<file path="config.mk">
export PLATFORM = sky130hd
export DESIGN_NAME = date_counter
export DESIGN_NICKNAME = d
export VERILOG_FILES = /design/src/rtl/date_pkg.sv /design/src/rtl/date_counter_edge_sync.sv /design/src/rtl/date_counter.sv
export SDC_FILE = /design/constraint.sdc
export NUM_CORES = 1
export LEC_CHECK = 0
export BUFFER_PORTS_ARGS = -buffer_cell sky130_fd_sc_hd__buf_4
export CAP_MARGIN = 25
export CORE_ASPECT_RATIO = 0.75
export CORE_MARGIN = 2
export CORE_UTILIZATION = 40
export DETAILED_ROUTE_END_ITERATION = 10
export PLACE_DENSITY = 0.69
export REMOVE_ABC_BUFFERS = 1
export SETUP_SLACK_MARGIN = 0.1
export SYNTH_ARGS = -nofsm -noshare
export SYNTH_HDL_FRONTEND = slang
export SYNTH_SLANG_ARGS = --single-unit
export TNS_END_PERCENT = 1
</file>
<file path="constraint.sdc">
create_clock -name clk -period 6.15 [get_ports clk]
set_input_delay 0.615 -clock clk [delete_from_list [all_inputs] [get_ports clk]]
set_output_delay 0.615 -clock clk [all_outputs]
set_load 0.02 [all_outputs]
</file>
<file path="src/rtl/date_pkg.sv">
// ============================================================================
// date_pkg : calendar widths, month codes and month-length lookup.
// Macro DATE_COUNTER_LEAP_YEAR_EN enables 29-day February. Rev 1.0
// ============================================================================
`default_nettype none

package date_pkg;

  localparam int DAY_W   = 5;
  localparam int MONTH_W = 4;
  localparam int YEAR_W  = 7;

  localparam logic [MONTH_W-1:0] JAN = 4'd1;
  localparam logic [MONTH_W-1:0] FEB = 4'd2;
  localparam logic [MONTH_W-1:0] MAR = 4'd3;
  localparam logic [MONTH_W-1:0] APR = 4'd4;
  localparam logic [MONTH_W-1:0] MAY = 4'd5;
  localparam logic [MONTH_W-1:0] JUN = 4'd6;
  localparam logic [MONTH_W-1:0] JUL = 4'd7;
  localparam logic [MONTH_W-1:0] AUG = 4'd8;
  localparam logic [MONTH_W-1:0] SEP = 4'd9;
  localparam logic [MONTH_W-1:0] OCT = 4'd10;
  localparam logic [MONTH_W-1:0] NOV = 4'd11;
  localparam logic [MONTH_W-1:0] DEC = 4'd12;

  localparam logic [DAY_W-1:0]   RST_DAY   = 5'd1;
  localparam logic [MONTH_W-1:0] RST_MONTH = JAN;

`ifdef DATE_COUNTER_LEAP_YEAR_EN
  localparam bit LEAP_EN = 1'b1;
`else
  localparam bit LEAP_EN = 1'b0;
`endif

  // Returns 0 for an out-of-range month so any day compares as invalid.
  function automatic logic [DAY_W-1:0] days_in_month(
    input logic [MONTH_W-1:0] month,
    input logic [YEAR_W-1:0]  year
  );
    logic [DAY_W-1:0] days;
    days = 5'd0;
    case (month)
      JAN, MAR, MAY, JUL, AUG, OCT, DEC: days = 5'd31;
      APR, JUN, SEP, NOV:                days = 5'd30;
      FEB: days = (LEAP_EN && (year[1:0] == 2'b00)) ? 5'd29 : 5'd28;
      default:                           days = 5'd0;
    endcase
    return days;
  endfunction

endpackage

`default_nettype wire

</file>
<file path="src/rtl/date_counter_edge_sync.sv">
// ============================================================================
// edge_sync : STAGES-flop synchroniser followed by a rising-edge detector.
// Rev 1.0
// ============================================================================
`default_nettype none

module edge_sync #(
  parameter int STAGES = 2
) (
  input  logic clk,
  input  logic rst,
  input  logic i_async,
  output logic o_rise
);

  logic [STAGES-1:0] r_sync;
  logic [STAGES:0]   r_valid;
  logic              r_prev;

  // r_valid masks the edge detector until both the chain output and r_prev
  // hold genuine post-reset samples, so a level already high at reset
  // release is not mistaken for a new rising edge.
  always_ff @(posedge clk) begin
    if (rst) begin
      r_sync  <= '0;
      r_valid <= '0;
      r_prev  <= 1'b0;
    end else begin
      r_sync  <= {r_sync[STAGES-2:0], i_async};
      r_valid <= {r_valid[STAGES-1:0], 1'b1};
      r_prev  <= r_sync[STAGES-1];
    end
  end

  assign o_rise = r_sync[STAGES-1] & ~r_prev & r_valid[STAGES];

endmodule

`default_nettype wire

</file>
<file path="src/rtl/date_counter.sv">
// ============================================================================
// date_counter : day/month/year (2000-2099) calendar advanced by the hours
// counter rollover, with validated date load. Option: DATE_COUNTER_LEAP_YEAR_EN.
// Rev 1.0
// ============================================================================
`default_nettype none

module date_counter
  import date_pkg::*;
#(
  parameter int SYNC_STAGES = 2,
  parameter int RST_YEAR    = 0
) (
  input  logic               clk,
  input  logic               rst,
  input  logic               i_inc_day,
  input  logic               i_set_valid,
  input  logic [DAY_W-1:0]   i_set_day,
  input  logic [MONTH_W-1:0] i_set_month,
  input  logic [YEAR_W-1:0]  i_set_year,
  output logic               o_set_ack,
  output logic               o_set_err,
  output logic [DAY_W-1:0]   o_day,
  output logic [MONTH_W-1:0] o_month,
  output logic [YEAR_W-1:0]  o_year,
  output logic               o_inc_century
);

  logic [DAY_W-1:0]   r_day;
  logic [MONTH_W-1:0] r_month;
  logic [YEAR_W-1:0]  r_year;
  logic               r_set_ack;
  logic               r_set_err;
  logic               r_inc_century;

  logic               w_adv;
  logic [DAY_W-1:0]   w_len;
  logic [DAY_W-1:0]   w_set_len;
  logic               w_set_ok;

  edge_sync #(
    .STAGES (SYNC_STAGES)
  ) u_edge_sync (
    .clk     (clk),
    .rst     (rst),
    .i_async (i_inc_day),
    .o_rise  (w_adv)
  );

  assign w_len     = days_in_month(r_month, r_year);
  assign w_set_len = days_in_month(i_set_month, i_set_year);

  assign w_set_ok = (i_set_month != 4'd0) && (i_set_month <= DEC) &&
                    (i_set_year <= 7'd99) &&
                    (i_set_day != 5'd0) && (i_set_day <= w_set_len);

  // An accepted load overrides and discards a coincident advance.
  always_ff @(posedge clk) begin
    if (rst) begin
      r_day         <= RST_DAY;
      r_month       <= RST_MONTH;
      r_year        <= YEAR_W'(RST_YEAR);
      r_set_ack     <= 1'b0;
      r_set_err     <= 1'b0;
      r_inc_century <= 1'b0;
    end else begin
      r_set_ack     <= 1'b0;
      r_set_err     <= 1'b0;
      r_inc_century <= 1'b0;
      if (i_set_valid && w_set_ok) begin
        r_day     <= i_set_day;
        r_month   <= i_set_month;
        r_year    <= i_set_year;
        r_set_ack <= 1'b1;
      end else begin
        if (i_set_valid) begin
          r_set_err <= 1'b1;
        end
        if (w_adv) begin
          if (r_day < w_len) begin
            r_day <= r_day + 1'b1;
          end else begin
            r_day <= RST_DAY;
            if (r_month == DEC) begin
              r_month <= JAN;
              if (r_year == 7'd99) begin
                r_year        <= '0;
                r_inc_century <= 1'b1;
              end else begin
                r_year <= r_year + 1'b1;
              end
            end else begin
              r_month <= r_month + 1'b1;
            end
          end
        end
      end
    end
  end

  assign o_day         = r_day;
  assign o_month       = r_month;
  assign o_year        = r_year;
  assign o_set_ack     = r_set_ack;
  assign o_set_err     = r_set_err;
  assign o_inc_century = r_inc_century;

endmodule

`default_nettype wire

</file>
Word level (Yosys, flattened, before mapping)
Memory sizes are Yosys's and may differ from the RTL's. A register that Yosys moved wholly into a read port is not among the register bits.
Cells that the tools add are included.
{ "totals": {"ff_bits": 25, "mem_bits_ro": 160, "out_inout_bits": 19, "wordCells": 58, "input_bits": 20, "n_memories": 2} }
{ "classes": {"reduce_logical": 13, "bitwise": 5, "n_mux": 18, "eq_ne": 3, "n_lt_le_gt_ge": 4, "addsub": 3} }
{ "mem_list": {"columns": ["memory", "words", "word_bits", "rd", "rd_clocked_by_memory_dff", "wr", "line_no", "text"], "rows": [
  ["(name not given)", 16, 5, 1, 0, 0, "date_pkg.sv:42", "case (month)"],
  ["(name not given)", 16, 5, 1, 1, 0, "date_pkg.sv:42", null]
]} }
{ "ops": {"columns": ["cell", "n"], "rows": [
  ["$mux 7", 5],
  ["$mux 4", 6],
  ["$mux 5", 3],
  ["$add 7x1->7 const B", 1],
  ["$eq 7x7->1 const B", 1],
  ["$le 7x7->1 const B", 1],
  ["$add 5x1->5 const B", 1],
  ["$le 5x5->1", 1],
  ["$logic_and 1x1->1", 5],
  ["$lt 5x5->1", 1],
  ["$reduce_bool 5->1", 1],
  ["$reduce_or 5->1", 1],
  ["$add 4x1->4 const B", 1],
  ["$eq 4x4->1 const B", 1],
  ["$le 4x4->1 const B", 1],
  ["$mux 1", 4],
  ["$reduce_bool 2->1", 2],
  ["$reduce_bool 4->1", 1],
  ["$not 1->1", 3],
  ["$reduce_and 3->1", 1],
  ["$and 1x1->1", 2],
  ["$ne 2x2->1 const B", 1],
  ["$reduce_and 2->1", 1],
  ["$reduce_or 2->1", 1]
]} }

Logic depth before layout (Yosys ltp)
Gate-level depths: netlist (run 1).
{ "logic_depth": {"ltp_word": 10, "depth_mapped": 12, "mapped_depth_nobuf": 11} }

Cells and area by module
From an unflattened synthesis (run 1), not the netlist that was laid out.
{ "hier_totals": {"hier_cells": 185, "hier_area_um2": 1571.5} }
{ "by_module_without_submodules": {"columns": ["mod", "area_per_inst_um2", "cells_each", "instances", "seq_area_each_um2"], "rows": [
  ["date_counter", 1407.6, 172, 1, 440.4],
  ["edge_sync", 163.9, 13, 1, 120.1]
]} }

Worst setup path after synthesis (run 1)
Ideal clock, no wire load.
{ "synth_path": {"path_kind": "input-to-reg", "startpoint": "input port i_set_month[1]", "endpoint": "register, netlist name w_len[3]", "required_time_ns": 6.029, "t_arrival_ns": 2.804, "cell_stages": 9, "n_path_buf": 0, "path_slack_ns": 3.225, "setup_time_ns": 0.121, "cell_sequence": "or4_1 -> nand2_2 -> ha_1 -> o21a_1 -> o2111a_1 -> o31ai_2 -> a31oi_2 -> or3_1 -> mux2_4"} }
{ "synth_via": {"elab_chain_len": 10, "elab_cells_between_ends": 15, "cone_classes": "order compare (2); eq/ne (1); mux (3); reduce/logical (8); memory (1)"} }
{ "synth_rtl": {"columns": ["element", "line_no", "text"], "rows": [
  ["start: declaration", "date_counter.sv:19", "input logic [MONTH_W-1:0] i_set_month,"],
  ["branches (longest 8 deep; another with $mem_v2 16x5)", null, null],
  ["$mux 4 (no line) (*) (2 in series)", null, null]
]} }
Every way passes the cells marked *.
A chain may end at the register's enable or synchronous reset.

Worst setup path in the final report (run 1)
{ "layout_path": {"startpoint": "input port i_set_month[1]", "endpoint": "register, netlist name w_len[3]"} }
{ "layout_via": {"elab_chain_len": 10, "elab_cells_between_ends": 15, "cone_classes": "order compare (2); eq/ne (1); mux (3); reduce/logical (8); memory (1)"} }
{ "layout_rtl": {"columns": ["element"], "rows": [
  ["branches (longest 8 deep; another with $mem_v2 16x5)"],
  ["$mux 4 (no line) (*) (2 in series)"]
]} }
Marked as above.

==> flow_summary.ini, run 1 <==
[status]
status = complete, no violations

[setup_path]
reg2reg_depth = 7
endpoint_kind = flop
cp.required_ns = 6.32
critPathMaxFanout = 20
rr_endpoint = w_len[3]
start_kind = input port
critPathMaxStageDelay_ns = 0.56
ff2ff_setup_slack_ns = 3.65
worstSetupPathType = input port to flop
worstPathArrival_ns = 3.36
reg2reg_from = w_len[3]
crit_cells = 10
cp_top_family = simple AND/OR/NAND/NOR gates
crit_chain = buf_4 -> or4_1 -> nand2_2 -> ha_1 -> nand3_1 -> o2111ai_1 -> nand2_1 -> a31oi_2 -> or3_1 -> mux2_4
cp_slowest_cell = nand2_1
worstSetupEndpoint = w_len[3]
worst-path-buf-inv = 1
critPathLaunch = i_set_month[1]

[detailed_routing]
vias = 1435
via_per_inst = 5.33
wl_per_cell_um = 13.3
route.detailed.drc = 0
drt.antenna.violating_nets = 0
drt_wl_total_mm = 3.58
dr.pass1.iters = 4
drtIter0Drc = 122

[cells_and_area]
drive_above_1_share_pct = 23.5
layout.nets = 249
areaGrowthSynthToFinish_pct = 23.6
post-route-util_pct = 52.5
antenna_cells = 0

[power]
p_leak_nw = 0.884
peakVddDrop_uv = 89.4
cellPowerDensity_mw_per_mm2 = 220

[worst_hold_path]
hold_path.class = flop to flop

[timing]
maxSlewViolCount = 0
hold_viol = 0
tightest_slew_ns = 0.707
fmax_ghz = 0.314
skew_ns = 0.00493
final.period_utilization_pct = 51.8
min_period_ns = 3.19
rsz0062_at_grt = no
setup_viol = 0
setup_tns_ns = 0
max_slew_margin_pct = 52.8

[placement]
place_congestion = 0.788
dp_hpwl_mm = 2.71
numPortBuffers = 38

[synth]
synth_ff_type = dfxtp_1
syn_avg_cell_area_um2 = 8.77
synth-seq-cells = 28
synth_seq_area_share_pct = 35.3
synth-edff-count = 0
yosysWarnings = 0
synthDistinctLibCells = 51
syn_inst = 181
syn_area_mm2 = 0.00159
ys_async_sr_fraction_pct = 0

[clock_tree]
root_buffer = clkbuf_8
tritoncts = built
cts_setup_buffers = 0
clock_path_buffers = 2
clkTransAtPathRegs_ns = 0.09
clock_latency_ns = 0.27
cts_buffers = 3
htreeDepth = 1
cts_resized = 0
clock_sinks = 28
hold_buffers = 0

[floorplan]
fp.dieW_um = 76.7
fp.dieH_um = 58.5
coreArea_mm2 = 0.00373
die-area_mm2 = 0.00449
io_pins = 39
start_util_pct = 42.5
rows = 19

[global_routing]
antenna_found_initial = 0
grt_pass1_wl_mm = 5.99
grt_max_degree = 22
overflow = 0
track_usage_pct = 16.7
first_global_vias = 1268

[job]
drv_cap = 0
[metrics by stage]
| stage | hold slack [ns] | instances | total power, mW | area, µm² | setup WS, ns |
|---|---|---|---|---|---|
| final | 0.440 | 269 | 0.432 | 1960 | 2.96 |
| after global routing | 0.458 | 269 | 0.454 | 1960 | 2.79 |
| after CTS | 0.444 | 269 | 0.436 | 1960 | 2.99 |
| after detailed placement | 0.422 | 265 | 0.323 | 1910 | 2.68 |
| after global placement | 0.416 | 265 | 0.323 | 1910 | 2.77 |
| after floorplan | 0.414 | 175 | 0.279 | 1560 | 3.11 |
[layout by cell type, fill, tap and decap left out, drive strengths merged, types with 3 or more instances in the layout]
cell type  netlist  final
a211oi          10     10
a21o             4      4
a21oi            4      4
a31oi            4      4
and3             5      5
buf              3     38
clkbuf           3      4
dfxtp           28     28
ha              11     11
inv              8      8
mux2i            3      3
nand2            7      7
nand3            6      6
nor2            19     19
nor2b            9      9
nor3            13     13
o21ai            8      8
o31ai            3      3
or3              3      3
[final cells by class]
| class | count | area, µm² |
|---|---|---|
| clock buffer | 4 | 55.1 |
| timing repair buffer | 38 | 285 |
| inverter | 8 | 30.0 |
| tap | 52 | 65.1 |
| multi-input combinational | 139 | 965 |
| sequential | 28 | 561 |
| fill | 357 | 1770 |
[kinds of logic after synthesis]
family          after synthesis  share of synthesized area (%)
xor+xnor                      4                           2.21
fa+ha+maj                    11                           8.67
flops                        28                           35.3
mux                           5                           3.55
compound gates               46                           21.6
simple gates                 73                           24.8
buf+inv                      14                           3.86
[power by group]
part | switching [mW] | internal (mW) | total (mW)
sequential | 0.0148 | 0.196 | 0.211
clock | 0.0548 | 0.0573 | 0.112
combinational | 0.0583 | 0.0503 | 0.109
[sequential cells by signal (all words and copies together), names as in the netlist]
name and count:
o_day 5, o_inc_century 1, o_month 4, o_set_ack 1, o_set_err 1, o_year 7, u_edge_sync.r_prev 1, u_edge_sync.r_sync 2
u_edge_sync.r_valid 3, w_len 3
[worst min path at each step]
stage,from,slack (ns),cells past startpoint,end
after global routing,u_edge_sync.r_valid[0],0.46,1,u_edge_sync.r_valid[1]
after global placement,u_edge_sync.r_valid[0],0.42,1,u_edge_sync.r_valid[1]
after CTS,u_edge_sync.r_valid[0],0.44,1,u_edge_sync.r_valid[1]
final,u_edge_sync.r_valid[0],0.44,1,u_edge_sync.r_valid[1]
after detailed placement,u_edge_sync.r_valid[0],0.42,1,u_edge_sync.r_valid[1]
after floorplan,u_edge_sync.r_sync[0],0.41,1,u_edge_sync.r_sync[1]
[Yosys cell counts (all sizes together), types with 4 or more instances]
| library cell | number | area, µm² |
|---|---|---|
| nor2b | 9 | 56.3 |
| o21ai | 8 | 43.8 |
| nand2 | 7 | 28.8 |
| nor3 | 13 | 65.1 |
| nor2 | 19 | 78.8 |
| nand3 | 6 | 30.0 |
| a21oi | 4 | 20.0 |
| a211oi | 10 | 75.1 |
| inv | 8 | 30.0 |
| a21o | 4 | 31.3 |
| ha | 11 | 138 |
| dfxtp | 28 | 561 |
| and3 | 5 | 31.3 |
| a31oi | 4 | 31.3 |
[worst reg2reg max path, cell delays in order, from the launching register on]
cell and delay, ns:
dfxtp_1 0.35, inv_1 0.08, ha_1 0.31, a21o_1 0.18, a22oi_1 0.44, mux2_2 0.40
mux2i_1 0.32, mux2_4 0.33
[metal layers]
metal  track usage (%)  routed length (µm)  up-vias
met3              3.68                 187        5
met4              6.49                  57        0
li1                  -                   -      747
met5                 0                   0        -
met2              23.2                1410       41
met1              25.2                1920      642
Note: power is estimated with default switching activity, not from simulation.
==> inputs of run 2 (changes only) <==
- clock period: 6.15 -> 3.05 ns (I/O delays scaled with it)
==> flow_summary.ini, run 2 (synthesized netlist as in run 1, its figures left out) <==
[detailed_routing]
drt.antenna.violating_nets = 0
vias = 1491
top_layer = met4
via_per_inst = 5.46
drtIter0Drc = 101
route.detailed.drc = 0
dr.pass1.iters = 4
met3_length_um = 267
drt_wl_total_mm = 3.64
wl_met1_mm = 1.89
dr_wl_met2_mm = 1.41
wl_per_cell_um = 13.3

[status]
status = complete, no violations

[cells_and_area]
multi_input_area_um2 = 965
drive_above_1_share_pct = 24.9
areaGrowthSynthToFinish_pct = 26.5
seq_area_um2 = 561
layout_common_cells = buf_4, dfxtp_1, nor2_1
fill_cells = 361
layout.nets = 253
final_common_cell = buf_4
fin_area_mm2 = 0.00201
largest_register_ff_count = 7
antenna_cells = 0

[floorplan]
coreArea_mm2 = 0.00373
fp.dieW_um = 76.7
die-area_mm2 = 0.00449
io_pins = 39
start_util_pct = 42.5
rows = 19
fp.dieH_um = 58.5

[timing]
setup_viol = 0
worst_slack_ns = 0.495
fmax_ghz = 0.391
hold_viol = 0
skew_ns = 0.00559
tightest_slew_ns = 0.561
rsz0062_at_grt = no
final.period_utilization_pct = 83.8
max_slew_margin_pct = 62.6
maxSlewViolCount = 0
whs_ns = 0.233
min_period_ns = 2.56
setup_tns_ns = 0

[setup_path]
start_kind = flop
reg2reg_from = o_day[2]
ff2ff_setup_slack_ns = 0.49
worstPathArrival_ns = 2.72
critPathMaxFanout = 6
endpoint_kind = flop
rr_endpoint = w_len[3]
worstSetupPathType = flop to flop
cp.required_ns = 3.22
reg2reg_depth = 7

[global_routing]
first_global_vias = 1304
track_usage_pct = 17.2
overflow = 0
antenna_found_initial = 0
grt_max_degree = 22
grt_pass1_wl_mm = 6.12

[worst_hold_path]
hold_depth = 2
hp-start = i_inc_day
hold_path.class = input port to flop
hold_end = u_edge_sync.r_sync[0]

[power]
power_mw = 0.943
p_leak_nw = 0.910
peakVddDrop_uv = 256
cellPowerDensity_mw_per_mm2 = 470

[placement]
place_congestion = 0.847
placed_cell_area_mm2 = 0.00194
dp_hpwl_mm = 2.78
pre_cts_slack_ns = 0.266
numPortBuffers = 38

[clock_tree]
cts_resized = 0
clock_latency_ns = 0.27
tritoncts = built
root_buffer = clkbuf_8
clock_sinks = 28
hold_buffers = 0
clkTransAtPathRegs_ns = 0.10
cts_setup_buffers = 0
cts_buffers = 3
clock_path_buffers = 2
htreeDepth = 1

[job]
drv_cap = 0
[run 2: cell count changes in the layout (fill, tap and decap cells not counted), sizes merged]
cell,before,now
buf,38,42
bufinv,0,1
clkbuf,4,3
[run 2: area by class of cell]
type | count | area share, %
flip-flops and latches | 28 | 27.9
multi-input cells | 139 | 48.1
clock buffers | 3 | 2.06
well taps | 52 | 3.24
inverters | 8 | 1.50
repair buffers | 42 | 15.7
clock inverters | 1 | 1.50
[run 2: where the power goes]
| part | internal [mW] | switching, mW |
|---|---|---|
| Sequential | 0.395 | 0.0301 |
| Clock | 0.176 | 0.118 |
| Combinational | 0.105 | 0.118 |
[run 2: worst max-delay path by stage]
stage / from / endpoint
3_5_place_dp: i_set_month[1] / w_len[3]
4_1_cts: o_day[2] / w_len[3]
5_1_grt: o_day[2] / w_len[3]
3_3_place_gp: i_set_month[1] / w_len[3]
6_report: o_day[2] / w_len[3]
2_1_floorplan: i_set_month[1] / w_len[3]
[run 2: worst max-delay path: stages (launching register included)]
cell and delay [ns]:
dfxtp_1 0.44, ha_1 0.28, a21oi_1 0.12, o21ai_1 0.09, a22oi_1 0.45, mux2_2 0.40, mux2i_1 0.34, mux2_4 0.33
[run 2: stage by stage]
stage / util, % / cells
after CTS: 53.8 / 273
after detailed placement: 51.9 / 269
final: 53.8 / 273
after global placement: 51.9 / 269
after global routing: 53.8 / 273
after floorplan: - / 175
[run 2: per-layer routing]
| layer | vias to the layer above | GRT usage [%] |
|---|---|---|
| met2 | 56 | 24.7 |
| met3 | 6 | 4.14 |
| met1 | 678 | 25.0 |
| li1 | 751 | - |
| met4 | 0 | 6.75 |
| met5 | - | 0 |
